===== config.mk =====
export PLATFORM = sky130hd
export DESIGN_NAME = mul_issuer_flat
export DESIGN_NICKNAME = d
export VERILOG_FILES = /design/src/rtl/mul_issuer_if.sv /design/src/rtl/mul_issuer.sv /design/src/flat_wrapper.sv
export SDC_FILE = /design/constraint.sdc
export NUM_CORES = 1
export LEC_CHECK = 0
export ABC_AREA = 1
export CORE_MARGIN = 2
export CORE_UTILIZATION = 47
export DETAILED_ROUTE_END_ITERATION = 16
export PLACE_DENSITY = 0.75
export SYNTH_ARGS = -nofsm -noshare
export SYNTH_HDL_FRONTEND = slang
export SYNTH_SLANG_ARGS = --single-unit

===== constraint.sdc =====
create_clock -name clk -period 2 [get_ports clk]
set_input_delay 0.6 -clock clk [delete_from_list [all_inputs] [get_ports clk]]
set_output_delay 0.6 -clock clk [all_outputs]
set_load 0.01 [all_outputs]

===== src/rtl/mul_issuer_if.sv =====
// Producer, multiplier and consumer signals around mul_issuer.
// slave is the issuer's view of the bundle; master is the surrounding environment.
interface mul_issuer_if;
  logic [7:0]  op_a;
  logic [7:0]  op_b;
  logic        op_vld;
  logic        op_rdy;
  logic [7:0]  mul_a;
  logic [7:0]  mul_b;
  logic        mul_vld;
  logic [15:0] mul_res;
  logic        mul_rdy;
  logic [15:0] out_res;
  logic [7:0]  out_a;
  logic [7:0]  out_b;
  logic        out_vld;
  logic        out_rdy;
  logic        err;
  logic [15:0] done_cnt;

  modport master (
    output op_a, op_b, op_vld, mul_res, mul_rdy, out_rdy,
    input  op_rdy, mul_a, mul_b, mul_vld, out_res, out_a, out_b, out_vld, err, done_cnt
  );

  modport slave (
    input  op_a, op_b, op_vld, mul_res, mul_rdy, out_rdy,
    output op_rdy, mul_a, mul_b, mul_vld, out_res, out_a, out_b, out_vld, err, done_cnt
  );
endinterface


===== src/rtl/mul_issuer.sv =====
// Queues operand pairs and issues them one at a time to a sequential 8x8 multiplier.
// Push-to-out_vld is 11 cycles with an 8-step multiplier; op_rdy drops when the queue is full.
module mul_issuer #(
  parameter int DEPTH   = 4,
  parameter int TIMEOUT = 16
) (
  input  logic           clk,
  input  logic           rst_n,
  mul_issuer_if.slave    io_bus
);

  localparam int AW  = (DEPTH > 1) ? $clog2(DEPTH) : 1;
  localparam int WCW = $clog2(TIMEOUT + 1);

  typedef enum logic [1:0] {
    S_IDLE  = 2'd0,
    S_ISSUE = 2'd1,
    S_WAIT  = 2'd2,
    S_HOLD  = 2'd3
  } state_t;

  state_t          r_state;
  logic [7:0]      r_mul_a;
  logic [7:0]      r_mul_b;
  logic            r_mul_vld;
  logic [15:0]     r_out_res;
  logic [7:0]      r_out_a;
  logic [7:0]      r_out_b;
  logic            r_out_vld;
  logic            r_err;
  logic [15:0]     r_done_cnt;
  logic [WCW-1:0]  r_wait_cnt;

  logic [15:0]     r_mem [DEPTH];
  logic [AW:0]     r_wr_ptr;
  logic [AW:0]     r_rd_ptr;

  logic            w_full;
  logic            w_empty;
  logic            w_push;
  logic            w_pop;
  logic [15:0]     w_head;
  logic [WCW-1:0]  w_wait_nxt;

  // Extra pointer bit tells full from empty when the index bits match.
  assign w_empty    = (r_wr_ptr == r_rd_ptr);
  assign w_full     = (r_wr_ptr[AW] != r_rd_ptr[AW]) &&
                      (r_wr_ptr[AW-1:0] == r_rd_ptr[AW-1:0]);
  assign w_head     = r_mem[r_rd_ptr[AW-1:0]];
  assign w_push     = io_bus.op_vld && io_bus.op_rdy;
  assign w_pop      = (r_state == S_IDLE) && !w_empty;
  assign w_wait_nxt = r_wait_cnt + WCW'(1);

  assign io_bus.op_rdy = rst_n && !w_full;

  always_ff @(posedge clk or negedge rst_n) begin
    if (!rst_n) begin
      r_wr_ptr <= '0;
      r_rd_ptr <= '0;
    end else begin
      if (w_push) begin
        r_wr_ptr <= r_wr_ptr + (AW+1)'(1);
      end
      if (w_pop) begin
        r_rd_ptr <= r_rd_ptr + (AW+1)'(1);
      end
    end
  end

  always_ff @(posedge clk) begin
    if (w_push) begin
      r_mem[r_wr_ptr[AW-1:0]] <= {io_bus.op_a, io_bus.op_b};
    end
  end

  always_ff @(posedge clk or negedge rst_n) begin
    if (!rst_n) begin
      r_state    <= S_IDLE;
      r_mul_a    <= '0;
      r_mul_b    <= '0;
      r_mul_vld  <= 1'b0;
      r_out_res  <= '0;
      r_out_a    <= '0;
      r_out_b    <= '0;
      r_out_vld  <= 1'b0;
      r_err      <= 1'b0;
      r_done_cnt <= '0;
      r_wait_cnt <= '0;
    end else begin
      case (r_state)
        S_IDLE: begin
          if (!w_empty) begin
            r_mul_a   <= w_head[15:8];
            r_mul_b   <= w_head[7:0];
            r_mul_vld <= 1'b1;
            r_state   <= S_ISSUE;
          end
        end
        // mul_rdy is still high from the previous product here, so it is not looked at.
        S_ISSUE: begin
          r_mul_vld  <= 1'b0;
          r_wait_cnt <= '0;
          r_state    <= S_WAIT;
        end
        S_WAIT: begin
          if (io_bus.mul_rdy) begin
            r_out_res <= io_bus.mul_res;
            r_out_a   <= r_mul_a;
            r_out_b   <= r_mul_b;
            r_out_vld <= 1'b1;
            r_state   <= S_HOLD;
          end else if (w_wait_nxt == WCW'(TIMEOUT)) begin
            r_err   <= 1'b1;
            r_state <= S_IDLE;
          end else begin
            r_wait_cnt <= w_wait_nxt;
          end
        end
        S_HOLD: begin
          if (io_bus.out_rdy) begin
            r_out_vld  <= 1'b0;
            r_done_cnt <= r_done_cnt + 16'd1;
            r_state    <= S_IDLE;
          end
        end
        default: begin
          r_mul_vld <= 1'b0;
          r_out_vld <= 1'b0;
          r_state   <= S_IDLE;
        end
      endcase
    end
  end

  assign io_bus.mul_a    = r_mul_a;
  assign io_bus.mul_b    = r_mul_b;
  assign io_bus.mul_vld  = r_mul_vld;
  assign io_bus.out_res  = r_out_res;
  assign io_bus.out_a    = r_out_a;
  assign io_bus.out_b    = r_out_b;
  assign io_bus.out_vld  = r_out_vld;
  assign io_bus.err      = r_err;
  assign io_bus.done_cnt = r_done_cnt;

endmodule


===== src/flat_wrapper.sv =====
// flat-port wrapper written by rule: the top's interface ports become plain ports
module mul_issuer_flat 
#(
  parameter int DEPTH   = 4,
  parameter int TIMEOUT = 16
)
  (clk, rst_n, io_bus_op_a, io_bus_op_b, io_bus_op_vld, io_bus_mul_res, io_bus_mul_rdy, io_bus_out_rdy, io_bus_op_rdy, io_bus_mul_a, io_bus_mul_b, io_bus_mul_vld, io_bus_out_res, io_bus_out_a, io_bus_out_b, io_bus_out_vld, io_bus_err, io_bus_done_cnt);
  mul_issuer_if io_bus_i ();
  input  logic clk;
  input  logic rst_n;
  input wire logic [$bits(io_bus_i.op_a)-1:0] io_bus_op_a;
  input wire logic [$bits(io_bus_i.op_b)-1:0] io_bus_op_b;
  input wire logic [$bits(io_bus_i.op_vld)-1:0] io_bus_op_vld;
  input wire logic [$bits(io_bus_i.mul_res)-1:0] io_bus_mul_res;
  input wire logic [$bits(io_bus_i.mul_rdy)-1:0] io_bus_mul_rdy;
  input wire logic [$bits(io_bus_i.out_rdy)-1:0] io_bus_out_rdy;
  output wire logic [$bits(io_bus_i.op_rdy)-1:0] io_bus_op_rdy;
  output wire logic [$bits(io_bus_i.mul_a)-1:0] io_bus_mul_a;
  output wire logic [$bits(io_bus_i.mul_b)-1:0] io_bus_mul_b;
  output wire logic [$bits(io_bus_i.mul_vld)-1:0] io_bus_mul_vld;
  output wire logic [$bits(io_bus_i.out_res)-1:0] io_bus_out_res;
  output wire logic [$bits(io_bus_i.out_a)-1:0] io_bus_out_a;
  output wire logic [$bits(io_bus_i.out_b)-1:0] io_bus_out_b;
  output wire logic [$bits(io_bus_i.out_vld)-1:0] io_bus_out_vld;
  output wire logic [$bits(io_bus_i.err)-1:0] io_bus_err;
  output wire logic [$bits(io_bus_i.done_cnt)-1:0] io_bus_done_cnt;
  assign io_bus_i.op_a = io_bus_op_a;
  assign io_bus_i.op_b = io_bus_op_b;
  assign io_bus_i.op_vld = io_bus_op_vld;
  assign io_bus_i.mul_res = io_bus_mul_res;
  assign io_bus_i.mul_rdy = io_bus_mul_rdy;
  assign io_bus_i.out_rdy = io_bus_out_rdy;
  assign io_bus_op_rdy = io_bus_i.op_rdy;
  assign io_bus_mul_a = io_bus_i.mul_a;
  assign io_bus_mul_b = io_bus_i.mul_b;
  assign io_bus_mul_vld = io_bus_i.mul_vld;
  assign io_bus_out_res = io_bus_i.out_res;
  assign io_bus_out_a = io_bus_i.out_a;
  assign io_bus_out_b = io_bus_i.out_b;
  assign io_bus_out_vld = io_bus_i.out_vld;
  assign io_bus_err = io_bus_i.err;
  assign io_bus_done_cnt = io_bus_i.done_cnt;
  mul_issuer #(.DEPTH(DEPTH), .TIMEOUT(TIMEOUT)) u_core (.clk(clk), .rst_n(rst_n), .io_bus(io_bus_i));
endmodule

==> results_dict.tcl <==
set metrics [dict create \
    status "finished, violations left" \
    violations "negative setup slack" \
    fillers 919 \
    min_period_ns 2.04 \
    drt-total-wl_mm 12.6 \
    drv_slew 0 \
    dieArea_sq_um 13400 \
    htree_num_levels 4 \
    ys_ff_latch 144 \
    drv_cap 0 \
    wl_per_cell_microns 15.0 \
    yosysWarnings 0 \
    drc_errors 0 \
    io_pins 105 \
    clockPowerShare_pct 26.8 \
    worstPathArrival_ns 1.44 \
    clk_path_buf_depth 2 \
    grt_overflow 0 \
    cts-root-buf "clkbuf_16" \
    grt_max_degree 82 \
    power_leakage_uw 0.00341 \
    synth_fa_ha_area_share_pct 1.49 \
    synth_compound_gate_area_share_pct 7.70 \
    drt_iter0_drc 297 \
    ant_nets 0 \
    synth_top_family_by_area "simple AND/OR/NAND/NOR gates" \
    vias 4278 \
    antenna_found_initial 0 \
    synth-simple-area-share_pct 13.9 \
    hpwl_mm 8.49 \
    slew_headroom_pct 33.7 \
    ir_drop_v 0.000799 \
    yosysTopAreaCell "dfrtp_1" \
    switching_share_pct 33.7 \
    numCtsBuffers 17 \
    ctsHoldBuffers 0 \
    tightest_slew_ns 0.994 \
    ys_seq_area_share_pct 66.7 \
    synth_area_leaders "dfrtp_1, edfxtp_1, nand2_1" \
    syn_area_sq_um 5880 \
    yosysMostFrequentCell "nand2_1" \
    ys_types 29 \
    synth_xor_area_share_pct 2.51 \
    crit_type "flip-flop to primary output" \
    grt_pass1_vias 4115 \
    antenna_cells 0 \
    muxShareOfSynthArea_pct 3.06 \
    cts_tree "built" \
    ys.flop_type "dfrtp_1" \
    p_comb_share_pct 36.1 \
    rsz0062_at_grt "yes" \
    drt_pass1_iterations 6 \
    start_kind "flip-flop" \
    async_reset_ff_share_pct 55.6 \
    critical_path_required_ns 1.40 \
    switching_power_uw 3950 \
    synth_commonest_cells "nand2_1, dfrtp_1, edfxtp_1, o21ai_0, nor2_1" \
    clock.fmax_mhz 490 \
    p_seq_share_pct 37.1 \
    coreArea_sq_um 12100 \
    setup_tns_ns -0.0428 \
    synth_top_cell_area_share_pct 34.0 \
    layout.cells.non_filler 844 \
    min_path_type "primary input to async pin" \
    syn_to_final_growth_pct 35.1 \
    period_share_pct 102 \
    ff2ff_path_depth 12 \
    finClkSkew_ns 0.0115 \
    cts_num_sinks 144 \
    fin_ws_ns -0.0428 \
    design_area_sq_um 7940 \
    start_util_pct 48.6 \
    dp.cells 795 \
    die_y_microns 116 \
    drive_above_1_share_pct 15.4 \
    die_x_microns 116 \
    place_congestion 0.814 \
    powerDensity_nw_per_um2 1480 \
    path_clk_slew_ns 0.06 \
    place_area_sq_um 7200 \
    worstSetupEndpointType "primary output" \
    syn-num-nets 566 \
    hold_viol_final 0 \
    fin_nets 707 \
    avgSynthCellArea_sq_um 11.3 \
    grt_pass1_wl_mm 19.6 \
    track_usage_pct 19.1 \
    synth_enable_flop_cells 64 \
    post_drt_via_cell_ratio 5.07 \
    rows 40 \
    clk_latency_ns 0.41 \
    port_buffers 104 \
    p_int_uw 7770 \
    rrSetupSlack_ns 0.08 \
    worst-path-max-fanout 3 \
    netlist_instances 522 \
    setup_viol 1 \
]
-- metal layers --
layer | track usage [%] | share of wire, % | wire, microns
met1 | 24.7 | 44 | 5570
met4 | 6.43 | 1.6 | 197
met3 | 5.28 | 5.2 | 653
met5 | 0 | 0 | 0
met2 | 31.6 | 49 | 6200
-- worst max-delay path, stage by stage, from the launching register on --
cell and delay [ns]:
dfrtp_1 0.42, inv_4 0.08, nand2_2 0.06, nand2_2 0.07
nand4_1 0.13, nand2_1 0.09, inv_1 0.04, buf_2 0.13
-- state kept, by name (all words and copies together) (netlist names), 2 cells and up --
register and cells:
u_core.r_mem 64, u_core.io_bus.done_cnt 16, u_core.io_bus.out_res 16, u_core.io_bus.mul_a 8, u_core.io_bus.mul_b 8, u_core.io_bus.out_a 8
u_core.io_bus.out_b 8, u_core.r_wait_cnt 5, u_core.r_rd_ptr 3, u_core.r_wr_ptr 3, u_core.r_state 2
-- final timing paths --
kind | start | to
setup / recovery | u_core.r_rd_ptr[0] | io_bus_op_rdy
max in group asynchronous | rst_n | u_core.io_bus.done_cnt[8]
min in group clk | u_core.io_bus.mul_vld | u_core.io_bus.mul_vld
hold / removal | rst_n | u_core.io_bus.out_b[2]
setup reg to reg | u_core.r_rd_ptr[0] | u_core.r_rd_ptr[2]
hold reg to reg | u_core.io_bus.mul_vld | u_core.io_bus.mul_vld
-- power by group through the flow --
stage	clock (uW)	combinational (uW)	sequential (uW)
2_1_floorplan	0	1970	4580
3_3_place_gp	0	3950	4370
6_report	3140	4230	4350
3_5_place_dp	0	4030	4420
5_1_grt	3330	4670	4430
4_1_cts	3190	4140	4360
-- repair_timing --
item	4_1_cts	5_1_grt
gates resized for setup	8	8
setup buffers	9	8
endpoints found under the setup margin	11	17
pin swaps	3	3
-- layout make-up --
type	count	area [sq um]	share of cell area (%)
tap	168	210	2.65
clock buffer	17	425	5.36
inverter	46	175	2.21
timing repair buffer	142	1350	16.9
multi-input combinational	312	1690	21.3
clock inverter	15	170	2.14
sequential	144	3930	49.4
-- cells in the final DEF (no fill, tap or decap), drive strengths merged, types with 5 or more instances in the layout --
cell	count
buf	40
clkbuf	17
mux2	16
nor2	47
clkinvlp	5
dlymetal6s2s	6
inv	53
nand4	13
o21ai	69
dfrtp	80
nor3	6
nand3	19
xnor2	5
edfxtp	64
ha	7
nand2	99
o22ai	16
clkdlybuf4s50	95
xor2	11
-- kinds of logic after synthesis --
group	Yosys count
multiplexers	16
flip-flops	144
AO/OA/AOI/OAI	86
adder cells (fa/ha/maj)	7
XOR/XNOR	16
buffers and inverters	66
AND/OR/NAND/NOR	187
-- metrics by stage --
step	power (uW)	worst slack [ns]	hold slack (ns)	util, %
global placement	8320	-0.102	0.466	59.5
finish	11700	-0.0428	0.468	65.6
CTS	11700	-0.0260	0.486	64.9
detailed placement	8440	-0.118	0.471	59.5
global route	12400	-0.115	0.510	65.6
floorplan	6550	-0.104	0.304	-
Note: power is estimated with default switching activity, not from simulation.
